File: config.mk
export PLATFORM = sky130hd
export DESIGN_NAME = branch_predictor
export DESIGN_NICKNAME = d
export VERILOG_FILES = /design/src/rtl/branch_predictor.sv
export SDC_FILE = /design/constraint.sdc
export NUM_CORES = 1
export LEC_CHECK = 0
export BUFFER_PORTS_ARGS = -buffer_cell sky130_fd_sc_hd__buf_2
export CAP_MARGIN = 20
export CORE_MARGIN = 5
export CORE_UTILIZATION = 65
export CTS_BUF_LIST = sky130_fd_sc_hd__clkbuf_4
export DETAILED_ROUTE_END_ITERATION = 6
export PLACE_DENSITY = 0.87
export SETUP_SLACK_MARGIN = 0.5
export SYNTH_ARGS = -nofsm -noshare
export SYNTH_HDL_FRONTEND = slang
export SYNTH_SLANG_ARGS = --single-unit
File: constraint.sdc
create_clock -name clk -period 6.81 [get_ports clk]
set_input_delay 1.362 -clock clk [delete_from_list [all_inputs] [get_ports clk]]
set_output_delay 1.362 -clock clk [all_outputs]
set_load 0.05 [all_outputs]
File: src/rtl/branch_predictor.sv
// ---------------------------------------------------------------------------
// branch_predictor
//
// Bimodal branch predictor for a 5-stage pipeline. A table of 2^IDX_W
// two-bit saturating counters is indexed by the low bits of the fetch PC.
// The IF-stage prediction is the counter MSB, qualified by if_is_branch.
// The prediction and table index travel down two pipeline slots:
// D (IF/ID) and E (ID/EX). When the branch resolves in EX, the counter it
// was predicted from is trained, and resolved/mispredicted counts are kept.
//
// Ports
//   clk            rising-edge clock
//   rst_n          asynchronous active-low reset
//   if_pc          word-addressed PC of the instruction in IF
//   if_instr       fetched instruction, [15:0] is the signed branch offset
//   if_is_branch   fetched instruction is a conditional branch
//   stall          pipeline hold, D and E keep their contents
//   flush          EX redirect, kills D and E (wins over stall)
//   taken          EX branch resolved taken
//   not_taken      EX branch resolved not taken
//   pred_taken_if  IF-stage prediction (combinational)
//   pred_target    if_pc + 1 + sign-extended offset (combinational)
//   ex_pred_taken  prediction that belongs to the instruction now in EX
//   br_cnt         resolved-branch count, saturating
//   mispred_cnt    mispredicted-branch count, saturating
//
// Handshake: there is no valid/ready pair. A resolution is consumed in
// exactly the cycle it is presented. It trains the table only if E holds
// a valid branch, stall is low and exactly one of taken/not_taken is high.
// A taken/not_taken pair that disagrees is ignored.
// ---------------------------------------------------------------------------
module branch_predictor #(
   parameter int IDX_W = 6
) (
   input  logic        clk,
   input  logic        rst_n,
   input  logic [31:0] if_pc,
   input  logic [31:0] if_instr,
   input  logic        if_is_branch,
   input  logic        stall,
   input  logic        flush,
   input  logic        taken,
   input  logic        not_taken,
   output logic        pred_taken_if,
   output logic [31:0] pred_target,
   output logic        ex_pred_taken,
   output logic [15:0] br_cnt,
   output logic [15:0] mispred_cnt
);

   localparam int DEPTH = 1 << IDX_W;

   // Counter table: 0 strong-NT, 1 weak-NT, 2 weak-T, 3 strong-T.
   logic [1:0]       r_table [DEPTH];

   // D slot (IF/ID)
   logic             r_d_valid;
   logic             r_d_br;
   logic             r_d_pred;
   logic [IDX_W-1:0] r_d_idx;

   // E slot (ID/EX)
   logic             r_e_valid;
   logic             r_e_br;
   logic             r_e_pred;
   logic [IDX_W-1:0] r_e_idx;

   logic [15:0]      r_br_cnt;
   logic [15:0]      r_mis_cnt;

   logic [IDX_W-1:0] w_idx;
   logic [1:0]       w_rd_entry;
   logic [1:0]       w_old;
   logic [1:0]       w_new;
   logic             w_upd;
   logic             w_mispred;
   logic [31:0]      w_offset;
   logic             w_unused;

   // ------------------------------------------------------------------
   // IF-stage lookup. The read is asynchronous and sees the value stored
   // before this edge, so a same-index update in EX is not bypassed.
   // ------------------------------------------------------------------
   assign w_idx         = if_pc[IDX_W-1:0];
   assign w_rd_entry    = r_table[w_idx];
   assign pred_taken_if = if_is_branch & w_rd_entry[1];

   assign w_offset    = {{16{if_instr[15]}}, if_instr[15:0]};
   assign pred_target = if_pc + 32'd1 + w_offset;

   // Opcode bits are not needed here.
   assign w_unused = &{1'b0, if_instr[31:16]};

   // ------------------------------------------------------------------
   // EX-stage training
   // ------------------------------------------------------------------
   assign ex_pred_taken = r_e_valid & r_e_br & r_e_pred;

   // flush does not gate the update: the EX instruction itself survives.
   assign w_upd     = r_e_valid & r_e_br & ~stall & (taken ^ not_taken);
   assign w_mispred = (r_e_pred != taken);
   assign w_old     = r_table[r_e_idx];

   always_comb begin
      w_new = w_old;
      if (taken) begin
         if (w_old != 2'd3) w_new = w_old + 2'd1;
      end else begin
         if (w_old != 2'd0) w_new = w_old - 2'd1;
      end
   end

   always_ff @(posedge clk or negedge rst_n) begin
      if (!rst_n) begin
         for (int i = 0; i < DEPTH; i++) r_table[i] <= 2'b01;
      end else if (w_upd) begin
         r_table[r_e_idx] <= w_new;
      end
   end

   // ------------------------------------------------------------------
   // Pipeline slots
   // ------------------------------------------------------------------
   always_ff @(posedge clk or negedge rst_n) begin
      if (!rst_n) begin
         r_d_valid <= 1'b0;
         r_d_br    <= 1'b0;
         r_d_pred  <= 1'b0;
         r_d_idx   <= '0;
         r_e_valid <= 1'b0;
         r_e_br    <= 1'b0;
         r_e_pred  <= 1'b0;
         r_e_idx   <= '0;
      end else if (flush) begin
         // Only valid needs clearing; stale payload is never consumed.
         r_d_valid <= 1'b0;
         r_e_valid <= 1'b0;
      end else if (!stall) begin
         r_d_valid <= 1'b1;
         r_d_br    <= if_is_branch;
         r_d_pred  <= pred_taken_if;
         r_d_idx   <= w_idx;
         r_e_valid <= r_d_valid;
         r_e_br    <= r_d_br;
         r_e_pred  <= r_d_pred;
         r_e_idx   <= r_d_idx;
      end
   end

   // ------------------------------------------------------------------
   // Statistics counters, saturating at all-ones
   // ------------------------------------------------------------------
   always_ff @(posedge clk or negedge rst_n) begin
      if (!rst_n) begin
         r_br_cnt  <= '0;
         r_mis_cnt <= '0;
      end else if (w_upd) begin
         if (r_br_cnt != 16'hFFFF) r_br_cnt <= r_br_cnt + 16'd1;
         if (w_mispred && (r_mis_cnt != 16'hFFFF)) r_mis_cnt <= r_mis_cnt + 16'd1;
      end
   end

   assign br_cnt      = r_br_cnt;
   assign mispred_cnt = r_mis_cnt;

endmodule

==> summary.md <==
| Metric | Value |
|---|---|
| Outcome | complete, no violations |
| YS warnings | 0 |
| DRT Pass-1 Iters | 6 |
| CP Buf/Inv Count | 4 |
| Critical path launch point type | input port |
| Post-Synthesis Cells | 929 |
| CTS tree | done |
| Mean Syn Cell Area | 11.26 µm² |
| VDD IR-drop max | between 100 and 150 µV |
| Final setup fails | 0 |
| CP max FO | 3 |
| Max Cap Viol | 0 |
| Crit path DAT | ~4600 ps |
| Root Driver | clkbuf_4 |
| Final Util | 0.7225 |
| Core area | 0.01583 mm² |
| Layout net count | about 1100 |
| Starting DRT DRC Count | 916 |
| H-tree depth | 4 |
| Crit-path leading delay family | compound AO/OA/AOI/OAI gates |
| Largest net degree at the start of global routing | approximately 110 |
| Async S/R FF share, synth | 1.000 |
| Number of global-route vias before repair | slightly above 8000 |
| Sequential fraction of the synthesis area | 0.4334 |
| Final period util | 0.8748 |
| Rows | 46 |
| GPL Wtd Cong | 0.8684 |
| Die Ht | 136.9 µm |
| Unrepaired setup endpoints after global routing | no |
| Post-synth EDFFs | 0 |
| Post-CTS setup buffers | 0 |
| Port bufs | 120 |
| CP Capture Type | output port |
| Wire per inst | 20.37 µm |
| Leak | 5.260 nW |
| Slew Viols, Final | 0 |
| WL final | roughly 26 mm |
| Number of gates resized after cts | 0 |
| TritonCTS buffer count | 17 |
| First-pass GRT wire length | 40.73 mm |
| Syn-to-layout area delta | 9.292% |
| Die area | 0.01873 mm² |
| Worst Hold Class | reg -> reg |
| Worst Setup Path Type | in -> out |
| Remaining DRCs | 0 |
| CP Launch Point | if_pc[0] |
| Unique cell type count in the Yosys netlist | 56 |
| Total number of vias | a little over 8000 |
| DP Wirelength | 17.29 mm |
| Worst path slowest cell | o41ai_1 |
| Setup_tns | 0 ps |
| Worst Hold Launch | mispred_cnt[14] |
| Synth Register Bits | roughly 180 |
| Die W | 136.9 µm |
| Clk_skew | 21.31 ps |
| Minimum clock period | 5957 ps |
| Predominant post-synthesis flop cell | dfrtp_1 |
| Syn nets | 1034 |
| Overflow after GRT | 0 |
| Vias per inst | 6.412 |
| Pwr Density | 232.4 mW/mm² |
| GRT Util Overall | 0.2792 |
| Max_slew headroom | 0.2215 |
| Max stage delay on crit path | 430 ps |
| Clock tree sinks | 178 |
| Initial antenna violation count | 1 |
| Synthesized area | 0.01046 mm² |
| Clk Latency, worst-skew pair | approximately 600 ps |
| Starting Density | 0.6610 |
| FF-to-FF Start | r_e_idx[1] |
| CTS Hold Bufs | 0 |
| Layout cells sized above 1 | 0.3889 |
| Fin. Hold Viols | 0 |
| Critical path required time | 5450 ps |
| Fmax | 167.9 MHz |
| Clk buf depth | 2 |
| Hold_ws | 506.1 ps |
| CTS clk-pin slew, worst paths | ~130 ps |
| Io pins | between 100 and 150 |
| ANT nets after route | 0 |
| Worst Tran Pin Value | 1163 ps |
| Crit-path cells | buf_2, inv_1, ha_1, inv_1, fa_1, a211oi_1, o21ai_0, a21oi_1, o211ai_1, a221oi_1, nor3_1, o41ai_1, xnor2_1, buf_2 |
==> metrics by stage <==
| stage | instances | power [mW] | setup slack [ps] | instance area (µm²) |
|---|---|---|---|---|
| after floorplan | 929 | 1.826 | 989.8 | 10460 |
| after global placement | 1233 | 1.979 | 975.4 | 11110 |
| after detailed placement | 1233 | 1.992 | 904.6 | 11110 |
| after CTS | 1265 | 2.644 | 898.1 | 11430 |
| after global routing | 1266 | 2.763 | 639.8 | 11430 |
| final | 1266 | 2.658 | 852.7 | 11430 |
==> cell usage after synthesis, drive strengths merged (3+ instances only) <==
cell type / count / area [µm²]
o22ai: 8 / 50.05
inv: 16 / 60.06
mux2i: 23 / 230.2
xnor2: 45 / 394.1
o21bai: 3 / 22.52
a22oi: 12 / 90.09
xor2: 17 / 148.9
o21a: 3 / 22.52
clkbuf: 12 / 45.04
and2: 7 / 46.30
dfstp: 64 / 1682
nand4: 7 / 43.79
nor2b: 6 / 37.54
buf: 26 / 237.7
mux2: 149 / 1678
nor3: 7 / 35.03
nand2: 83 / 311.6
and3: 12 / 75.07
ha: 33 / 412.9
a211oi: 4 / 30.03
nor2: 76 / 285.3
mux4: 23 / 518.0
nand3: 23 / 115.1
a221oi: 13 / 113.9
nand3b: 3 / 22.52
a21o: 11 / 82.58
o21ai: 24 / 120.1
nor3b: 3 / 22.52
nand2b: 5 / 31.28
a21oi: 53 / 265.3
a221o: 3 / 30.03
a31oi: 5 / 31.28
a32oi: 8 / 70.07
dfrtp: 114 / 2853
o31ai: 3 / 22.52
or2: 5 / 31.28
==> placed cells by master (no fill, tap or decap), types with 5 or more instances in the layout <==
master	instances
dfstp_2	64
nor2b_1	6
nand3_1	23
a21o_1	11
dfrtp_1	113
a22oi_1	12
nand2_1	83
clkbuf_4	21
and2_1	6
mux2i_1	23
inv_1	16
xor2_1	17
nand4_1	7
a221oi_1	13
buf_2	119
a32oi_1	8
mux2_2	149
nor3_1	6
o21ai_0	16
or2_2	5
nor2_1	76
mux4_2	23
xnor2_1	45
ha_1	33
a21oi_1	53
o22ai_1	8
buf_4	6
a31oi_1	5
nand2b_1	5
and3_1	12
o21ai_1	8
==> logic make-up (layout without fill, tap and decap cells) <==
family | count (synthesis) | count (layout) | synth area share
AOI/OAI and AO/OA | 159 | 159 | 0.09818
and+or+nand+nor | 245 | 245 | 0.1079
muxes | 195 | 195 | 0.2319
adders and majority gates | 36 | 36 | 0.04401
other | 0 | 1 | 0
xor gates and xnor gates | 62 | 62 | 0.05190
DFF | 178 | 178 | 0.4334
buffers and inverters | 54 | 174 | 0.03277
==> routing by layer <==
| metal | part of all wire | GRT usage | wire length, µm | up-vias |
|---|---|---|---|---|
| li1 | - | - | - | 3615 |
| met1 | 0.40 | 0.3634 | 10240 | 3958 |
| met2 | 0.47 | 0.4458 | 12060 | 439 |
| met3 | 0.097 | 0.06397 | 2505 | 105 |
| met4 | 0.038 | 0.1325 | 982 | 0 |
| met5 | 0 | 0 | 0 | - |
==> state kept, by name, summed over array words and instances (netlist names) <==
| name | flops |
|---|---|
| br_cnt | 16 |
| mispred_cnt | 16 |
| r_d_br | 1 |
| r_d_idx | 6 |
| r_d_pred | 1 |
| r_d_valid | 1 |
| r_e_br | 1 |
| r_e_idx | 6 |
| r_e_pred | 1 |
| r_e_valid | 1 |
| r_table | 128 |
==> final timing paths <==
path                                         to  slack [ps]  depth (start not counted)
worst max register to register      r_table[68]        2930                         10
max in group asynchronous            r_table[1]        4450                          2
min in group asynchronous           r_table[67]         850                          1
worst max-delay path            pred_target[28]         850                         14
worst min-delay path            mispred_cnt[14]         510                          1
worst min register to register  mispred_cnt[14]         510                          1
==> report_power, final <==
group / leakage (nW) / switching [mW] / internal [mW]
logic: 2.87 / 0.573 / 0.239
registers: 2.21 / 0.0825 / 1.10
clock network: 0.179 / 0.356 / 0.305
total: 5.26 / 1.01 / 1.65
==> cell type report <==
class | instances | area [µm²]
diodes | 1 | 2.502
multi-input cells | 697 | 5595
repair buffers | 126 | 651.9
clock buffers | 21 | 157.7
flip-flops and latches | 178 | 4536
fillers | 1069 | 4393
well taps | 216 | 270.3
clock inverters | 11 | 161.4
inverters | 16 | 60.06
(Power assumes the default switching activity.)
